==> src/rtl/mcdp_pkg.sv <==
// mcdp_pkg: opcodes, funct codes, FSM states and ALU ops for the multicycle datapath
package mcdp_pkg;
    localparam logic [5:0] OP_RTYPE = 6'b000000;
    localparam logic [5:0] OP_ADDI  = 6'b001000;
    localparam logic [5:0] OP_LW    = 6'b100011;
    localparam logic [5:0] OP_SW    = 6'b101011;
    localparam logic [5:0] OP_BEQ   = 6'b000100;
    localparam logic [5:0] FN_ADD   = 6'b100000;
    localparam logic [5:0] FN_SUB   = 6'b100010;
    localparam logic [5:0] FN_AND   = 6'b100100;
    localparam logic [5:0] FN_OR    = 6'b100101;
    localparam logic [5:0] FN_SLT   = 6'b101010;

    typedef enum logic [2:0] {S_IDLE, S_DECODE, S_EXECUTE, S_MEM, S_WRITEBACK} state_t;
    typedef enum logic [2:0] {ALU_ADD, ALU_SUB, ALU_AND, ALU_OR, ALU_SLT, ALU_BAD} alu_op_t;

    // beq uses SUB so the ALU zero result drives the branch decision
    function automatic alu_op_t alu_op(input logic [5:0] op, input logic [5:0] funct);
        if (op == OP_RTYPE)
            return funct == FN_ADD ? ALU_ADD : funct == FN_SUB ? ALU_SUB :
                   funct == FN_AND ? ALU_AND : funct == FN_OR ? ALU_OR :
                   funct == FN_SLT ? ALU_SLT : ALU_BAD;
        return (op == OP_ADDI || op == OP_LW || op == OP_SW) ? ALU_ADD :
               op == OP_BEQ ? ALU_SUB : ALU_BAD;
    endfunction
endpackage

==> src/rtl/mcdp_regfile.sv <==
// mcdp_regfile: register file with two async read ports, one sync write port, r0 hardwired to 0
module mcdp_regfile #(
    parameter int WIDTH = 16,
    parameter int REG_COUNT = 8,
    localparam int RA_W = $clog2(REG_COUNT)
) (
    input  logic             clock,
    input  logic             reset,
    input  logic [RA_W-1:0]  ra,
    input  logic [RA_W-1:0]  rb,
    output logic [WIDTH-1:0] da,
    output logic [WIDTH-1:0] db,
    input  logic             we,
    input  logic [RA_W-1:0]  wa,
    input  logic [WIDTH-1:0] wd
);
    logic [WIDTH-1:0] regs [REG_COUNT];

    assign da = regs[ra];
    assign db = regs[rb];

    // r0 is never written, so it keeps its reset value of zero
    always_ff @(posedge clock or posedge reset)
        if (reset)
            for (int i = 0; i < REG_COUNT; i++) regs[i] <= '0;
        else if (we && wa != '0)
            regs[wa] <= wd;
endmodule

==> src/rtl/multicycle_datapath.sv <==
// multicycle_datapath: five-state multicycle CPU datapath with regfile, ALU and handshaked memory port
module multicycle_datapath
    import mcdp_pkg::*;
#(
    parameter int WIDTH = 16,
    parameter int REG_COUNT = 8,
    parameter int ADDR_W = 8
) (
    input  logic              clock,
    input  logic              reset,
    input  logic [31:0]       instr,
    input  logic              instr_valid,
    output logic              instr_ready,
    output logic              mem_req,
    output logic              mem_we,
    output logic [ADDR_W-1:0] mem_addr,
    output logic [WIDTH-1:0]  mem_wdata,
    input  logic [WIDTH-1:0]  mem_rdata,
    input  logic              mem_ack,
    output logic [WIDTH-1:0]  result,
    output logic              result_valid,
    output logic              branch_taken,
    output logic [WIDTH-1:0]  pc,
    output logic              illegal,
    output logic              busy
);
    localparam int RA_W = $clog2(REG_COUNT);

    state_t           state, state_n;
    alu_op_t          aop;
    logic [31:0]      ir;
    logic [5:0]       op;
    logic [WIDTH-1:0] a, b, rd_a, rd_b, imm_x, opnd, alu;
    logic             rf_we, is_mem, unused_bits;

    assign op          = ir[31:26];
    assign aop         = alu_op(op, ir[5:0]);
    assign is_mem      = op == OP_LW || op == OP_SW;
    assign imm_x       = {{(WIDTH-16){ir[15]}}, ir[15:0]};
    assign opnd        = (op == OP_RTYPE || op == OP_BEQ) ? b : imm_x;
    assign mem_addr    = result[ADDR_W-1:0];
    assign mem_wdata   = b;
    assign unused_bits = ^ir;

    mcdp_regfile #(.WIDTH(WIDTH), .REG_COUNT(REG_COUNT)) u_rf (
        .clock(clock),
        .reset(reset),
        .ra(ir[21 +: RA_W]),
        .rb(ir[16 +: RA_W]),
        .da(rd_a),
        .db(rd_b),
        .we(rf_we),
        .wa(op == OP_RTYPE ? ir[11 +: RA_W] : ir[16 +: RA_W]),
        .wd(result)
    );

    // ALU: all arithmetic wraps modulo 2^WIDTH
    always_comb
        alu = aop == ALU_SUB ? a - opnd :
              aop == ALU_AND ? a & opnd :
              aop == ALU_OR  ? a | opnd :
              aop == ALU_SLT ? {{(WIDTH-1){1'b0}}, $signed(a) < $signed(opnd)} :
              a + opnd;

    // Next-state and per-state strobes; memory outputs derive from state so reset drops them at once
    always_comb begin
        state_n      = state;
        instr_ready  = 1'b0;
        busy         = 1'b1;
        mem_req      = 1'b0;
        mem_we       = 1'b0;
        result_valid = 1'b0;
        branch_taken = 1'b0;
        illegal      = 1'b0;
        rf_we        = 1'b0;
        case (state)
            S_IDLE: begin
                instr_ready = 1'b1;
                busy        = 1'b0;
                state_n     = instr_valid ? S_DECODE : S_IDLE;
            end
            S_DECODE: state_n = S_EXECUTE;
            S_EXECUTE: begin
                illegal      = aop == ALU_BAD;
                branch_taken = op == OP_BEQ && alu == '0;
                state_n      = (aop == ALU_BAD || op == OP_BEQ) ? S_IDLE : is_mem ? S_MEM : S_WRITEBACK;
            end
            S_MEM: begin
                mem_req = 1'b1;
                mem_we  = op == OP_SW;
                state_n = !mem_ack ? S_MEM : op == OP_SW ? S_IDLE : S_WRITEBACK;
            end
            S_WRITEBACK: begin
                result_valid = 1'b1;
                rf_we        = 1'b1;
                state_n      = S_IDLE;
            end
            default: state_n = S_IDLE;
        endcase
    end

    // State, instruction latch, operand latches, pc and result register (ALU value or load data)
    always_ff @(posedge clock or posedge reset)
        if (reset) begin
            state  <= S_IDLE;
            ir     <= '0;
            a      <= '0;
            b      <= '0;
            result <= '0;
            pc     <= '0;
        end else begin
            state <= state_n;
            if (state == S_IDLE && instr_valid) begin
                ir <= instr;
                pc <= pc + WIDTH'(1);
            end
            if (state == S_DECODE) begin
                a <= rd_a;
                b <= rd_b;
            end
            if (state == S_EXECUTE) begin
                result <= alu;
                if (branch_taken) pc <= pc + imm_x;
            end
            if (state == S_MEM && mem_ack) result <= mem_rdata;
        end
endmodule

==> config.mk <==
export PLATFORM = sky130hd
export DESIGN_NAME = multicycle_datapath
export DESIGN_NICKNAME = d
export VERILOG_FILES = /design/src/rtl/mcdp_pkg.sv /design/src/rtl/mcdp_regfile.sv /design/src/rtl/multicycle_datapath.sv
export SDC_FILE = /design/constraint.sdc
export NUM_CORES = 1
export LEC_CHECK = 0
export ABC_AREA = 1
export BUFFER_PORTS_ARGS = -buffer_cell sky130_fd_sc_hd__buf_2
export CORE_UTILIZATION = 43
export CTS_CLUSTER_DIAMETER = 60
export CTS_CLUSTER_SIZE = 12
export DETAILED_ROUTE_END_ITERATION = 16
export SYNTH_ARGS = -nofsm -noshare
export SYNTH_HDL_FRONTEND = slang
export SYNTH_SLANG_ARGS = --single-unit
export TNS_END_PERCENT = 1
==> constraint.sdc <==
create_clock -name clock -period 6.9 [get_ports clock]
set_input_delay 0.345 -clock clock [delete_from_list [all_inputs] [get_ports clock]]
set_output_delay 0.345 -clock clock [all_outputs]
set_load 0.02 [all_outputs]
==> results.json <==
{
  "nFillCells": 3454,
  "grt_first_pass_wirelength_um": 78230,
  "dominantRegCellSynth": "sky130_fd_sc_hd__dfrtp_1",
  "critical_path_class": "flip-flop to primary output",
  "power.switching_mw": 5.162,
  "timing.rr.start": "ir[26]",
  "hpwlAfterDp_um": 34580,
  "detail_route.wirelength_um": 50160,
  "p_sw_share_pct": 53.77,
  "crit_path_top_delay_cell": "sky130_fd_sc_hd__fa_1",
  "max_slew_violation_total_from_the_final_report": 0,
  "detail_route.iter0.violations": 1169,
  "vdd_drop_max_uv": 334.3,
  "yosys_warnings": 0,
  "drc_errors": 0,
  "kind_of_start_point_of_the_critical_path": "flip-flop",
  "globalRouteTotalUtil_pct": 28.60,
  "yosys-top-cells-count": "554 x sky130_fd_sc_hd__nand2_1, 310 x sky130_fd_sc_hd__o21ai_0, 260 x sky130_fd_sc_hd__inv_1",
  "p_int_mw": 4.437,
  "skew_ns": 0.01267,
  "timing.slew.headroom_pct": 30.75,
  "timing.critical_path.cells": "nor2_4 > nand3_1 > buf_4 > o21ai_0 > ha_1 > inv_1 > fa_1 > inv_1 > nor2_1 > nand2_1 > nand2_1 > a21oi_1 > xnor2_1 > nor2_1 > inv_1 > nand2_1 > inv_1 > nand3_1 > nor2_1 > nand4_1 > nor3_1 > buf_2",
  "setup_slack_ns": 1.335,
  "synth_top_area_cell": "sky130_fd_sc_hd__dfrtp_1",
  "synth_edf_count": 0,
  "result_of_the_run": "complete, no violations",
  "power.static_leakage_nw": 8.203,
  "avgViaCountPerCell": 5.464,
  "grt_util_met3_pct": 3.949,
  "grt_setup_unrepaired": "no",
  "syn-mean-instance-area_um2": 7.036,
  "maximum_number_of_pins_on_one_net_before_global_route_repair": 111,
  "gr-usage-met2_pct": 44.39,
  "start_util_pct": 43.93,
  "drt_pre_antenna_iters": 6,
  "floorplan.die.height_um": 187.5,
  "worst_hold_path_type": "input pin to flip-flop",
  "die_outline_area_mm2": 0.03517,
  "cts_max_path_buffers": 3,
  "async_set_reset_flop_share_out_of_synthesis_pct": 100.0,
  "worst_ep_required_time_ns": 6.55,
  "timing.final.hold_violations": 0,
  "std_cell_rows": 67,
  "worst-r2r-setup-slack_ns": 2.01,
  "timing.setup.tns_ns": 0,
  "ioPinCount": 115,
  "synth_top_area_share_pct": 37.70,
  "critical_path.startpoint": "ir[26]",
  "crit_fanout": 20,
  "groute.layer.met1.usage_pct": 40.66,
  "yosys.cell_count.top_type": "sky130_fd_sc_hd__nand2_1",
  "gp_routability_congestion": 0.9641,
  "cp_num_buf_inv": 6,
  "io_buffers": 110,
  "finish.net_count": 2290,
  "crit_top_cell": "sky130_fd_sc_hd__inv_1",
  "antenna_found_initial": 1,
  "cts.sink_count": 223,
  "cp_data_arrival_time_ns": 5.22,
  "seqPwrFrac_pct": 23.4,
  "timing.fmax_ghz": 0.1797,
  "worst_r2r_end": "pc[5]",
  "worstSkewPairLatency_ns": 0.58,
  "path_delay_family": "simple AND/OR/NAND/NOR gates",
  "synth_top_cells_by_area": "sky130_fd_sc_hd__dfrtp_1 38%, sky130_fd_sc_hd__nand2_1 14%, sky130_fd_sc_hd__o21ai_0 10%",
  "tritoncts.num_buffers": 27,
  "post_route_cells_drive_above_1_share_pct": 9.840,
  "via_count": 14390,
  "ctsHtreeMaxLevel": 1,
  "max_slew.worst_pin.slew_ns": 1.039,
  "finalWorstPathRequiredPeriod_ns": 5.565,
  "setup_viol": 0,
  "syn-num-nets": 2225,
  "combinationalPowerShare_pct": 61.2,
  "reg2regPathDepth": 21,
  "netlist_area_mm2": 0.01480,
  "synth_seq_area_share_pct": 37.70,
  "antenna_violating_nets_post_route": 0,
  "die_width_um": 187.5,
  "holdPathStages": 3,
  "clk_transition_reported_paths_ns": 0.05,
  "area_overhead_of_the_layout_relative_to_synthesis_pct": 13.44,
  "postSynthCellCount": 2104,
  "ctsRootBufferMaster": "sky130_fd_sc_hd__clkbuf_16",
  "cpPeakStageDelay_ns": 0.42,
  "clockPowerShare_pct": 15.4,
  "yosys.cell_types.count": 48,
  "fin_crit_sh_pct": 80.65,
  "pwr_density_cell_mw_per_mm2": 571.6,
  "gr-max-usage-layer": "met2",
  "worst-path-stages": 22,
  "cts_tree": "built",
  "grt_pass1_vias": 13340,
  "critical_path.endpoint_type": "primary output",
  "timing.hold.ws_ns": 0.006005,
  "wl_per_cell_um": 19.05,
  "synth-seq-cells": 223,
  "maxCapViolCount": 0,
  "placeableCoreArea_mm2": 0.03370,
  "pre_cts_ws_ns": 2.038,
  "grt-ovfl-total": 0,
  "antenna-diode-count": 0,
  "worst_setup_path_endpoint": "branch_taken",
  "post_cts_resized": 0
}
## power groups by stage
| stage | Combinational, mW | Sequential (mW) | Clock (mW) |
|---|---|---|---|
| after floorplan | 4.02 | 2.21 | 0 |
| after global placement | 5.70 | 2.24 | 0 |
| after detailed placement | 5.75 | 2.25 | 0 |
| after CTS | 5.79 | 2.24 | 1.51 |
| after global routing | 6.57 | 2.31 | 1.56 |
| final | 5.87 | 2.25 | 1.48 |
## worst reg2reg max path, cell delays in order (launching register included)
cell and delay, ns:
sky130_fd_sc_hd__dfrtp_1 0.41, sky130_fd_sc_hd__nor2_4 0.17, sky130_fd_sc_hd__nand3_1 0.41, sky130_fd_sc_hd__buf_4 0.39, sky130_fd_sc_hd__o21ai_0 0.36, sky130_fd_sc_hd__ha_1 0.27, sky130_fd_sc_hd__inv_1 0.07, sky130_fd_sc_hd__fa_1 0.42
sky130_fd_sc_hd__inv_1 0.07, sky130_fd_sc_hd__nor2_1 0.07, sky130_fd_sc_hd__nand2_1 0.11, sky130_fd_sc_hd__nand2_1 0.15, sky130_fd_sc_hd__nand2_1 0.11, sky130_fd_sc_hd__nand3_1 0.19, sky130_fd_sc_hd__nand2_1 0.15, sky130_fd_sc_hd__nand3b_1 0.09
sky130_fd_sc_hd__nand2_1 0.07, sky130_fd_sc_hd__nor2_1 0.05, sky130_fd_sc_hd__a21oi_1 0.34, sky130_fd_sc_hd__and3_1 0.62, sky130_fd_sc_hd__nand4_1 0.21, sky130_fd_sc_hd__nand2_1 0.11
## area by class of cell
class                           count  area (µm²)  area share [%]
Clock buffer                       34       752.0           4.478
Clock inverter                     11       157.7          0.9388
Inverter                          268        1013           6.035
Multi-Input combinational cell   1484        7670           45.67
Sequential cell                   223        5590           33.29
Tap cell                          448       560.5           3.338
Timing Repair Buffer              165        1049           6.244
## kinds of logic (layout without fill, tap and decap cells)
family | count (synthesis) | in the layout | share of synthesized area, %
flops | 223 | 223 | 37.70
fa+ha+maj | 69 | 69 | 5.984
simple gates | 827 | 827 | 23.46
compound gates | 550 | 550 | 20.05
xor+xnor | 38 | 38 | 2.248
buf+inv | 397 | 478 | 10.56
## flip-flops by register name, summed over array words and instances, names as in the netlist
name	cells
a	16
ir	28
mem_wdata	16
pc	16
result	16
state	3
u_rf.regs	128
## layer usage
metal  wire (µm)  vias to the layer above
met4        1798                        0
met2       22190                      513
met5           0                        -
met1       22850                     6817
li1            -                     6969
met3        3315                       88
## timing repair
item / CTS / global route
endpoints found under the hold margin: 118 / 0
setup buffers: 0 / 0
hold buffers: 34 / 0
## layout by cell type, fill, tap and decap left out, drive strengths merged, types with 5 or more instances in the layout
cell         count
nor2           134
dlygate4sd3     34
o21ai          323
xnor2            9
nand3b           7
or2              5
clkbuf          34
o211ai          15
nand4           24
clkinv           8
nand3           80
dfrtp          223
nand2          560
a21oi          163
nor3            10
xor2            29
inv            266
buf            131
ha              66
o221ai          40
## metrics by stage
step / cell area [µm²] / power [mW] / util [%] / std cells
2_1_floorplan: 14800 / 6.237 / - / 2104
3_3_place_gp: 15540 / 7.939 / 46.12 / 2554
6_report: 16790 / 9.599 / 49.83 / 2633
5_1_grt: 16790 / 10.44 / 49.83 / 2633
4_1_cts: 16790 / 9.540 / 49.83 / 2633
3_5_place_dp: 15540 / 7.999 / 46.12 / 2554
## how the worst min path moves through the flow
stage	startpoint	end	slack, ns
3_3_place_gp	u_rf.regs[126]	u_rf.regs[126]	0.38
5_1_grt	instr[10]	ir[10]	0.009
4_1_cts	mem_rdata[10]	result[10]	0.003
2_1_floorplan	u_rf.regs[112]	u_rf.regs[112]	0.44
3_5_place_dp	u_rf.regs[127]	u_rf.regs[127]	0.38
6_report	instr[1]	ir[1]	0.006
Power figures use the tool's default switching activity.
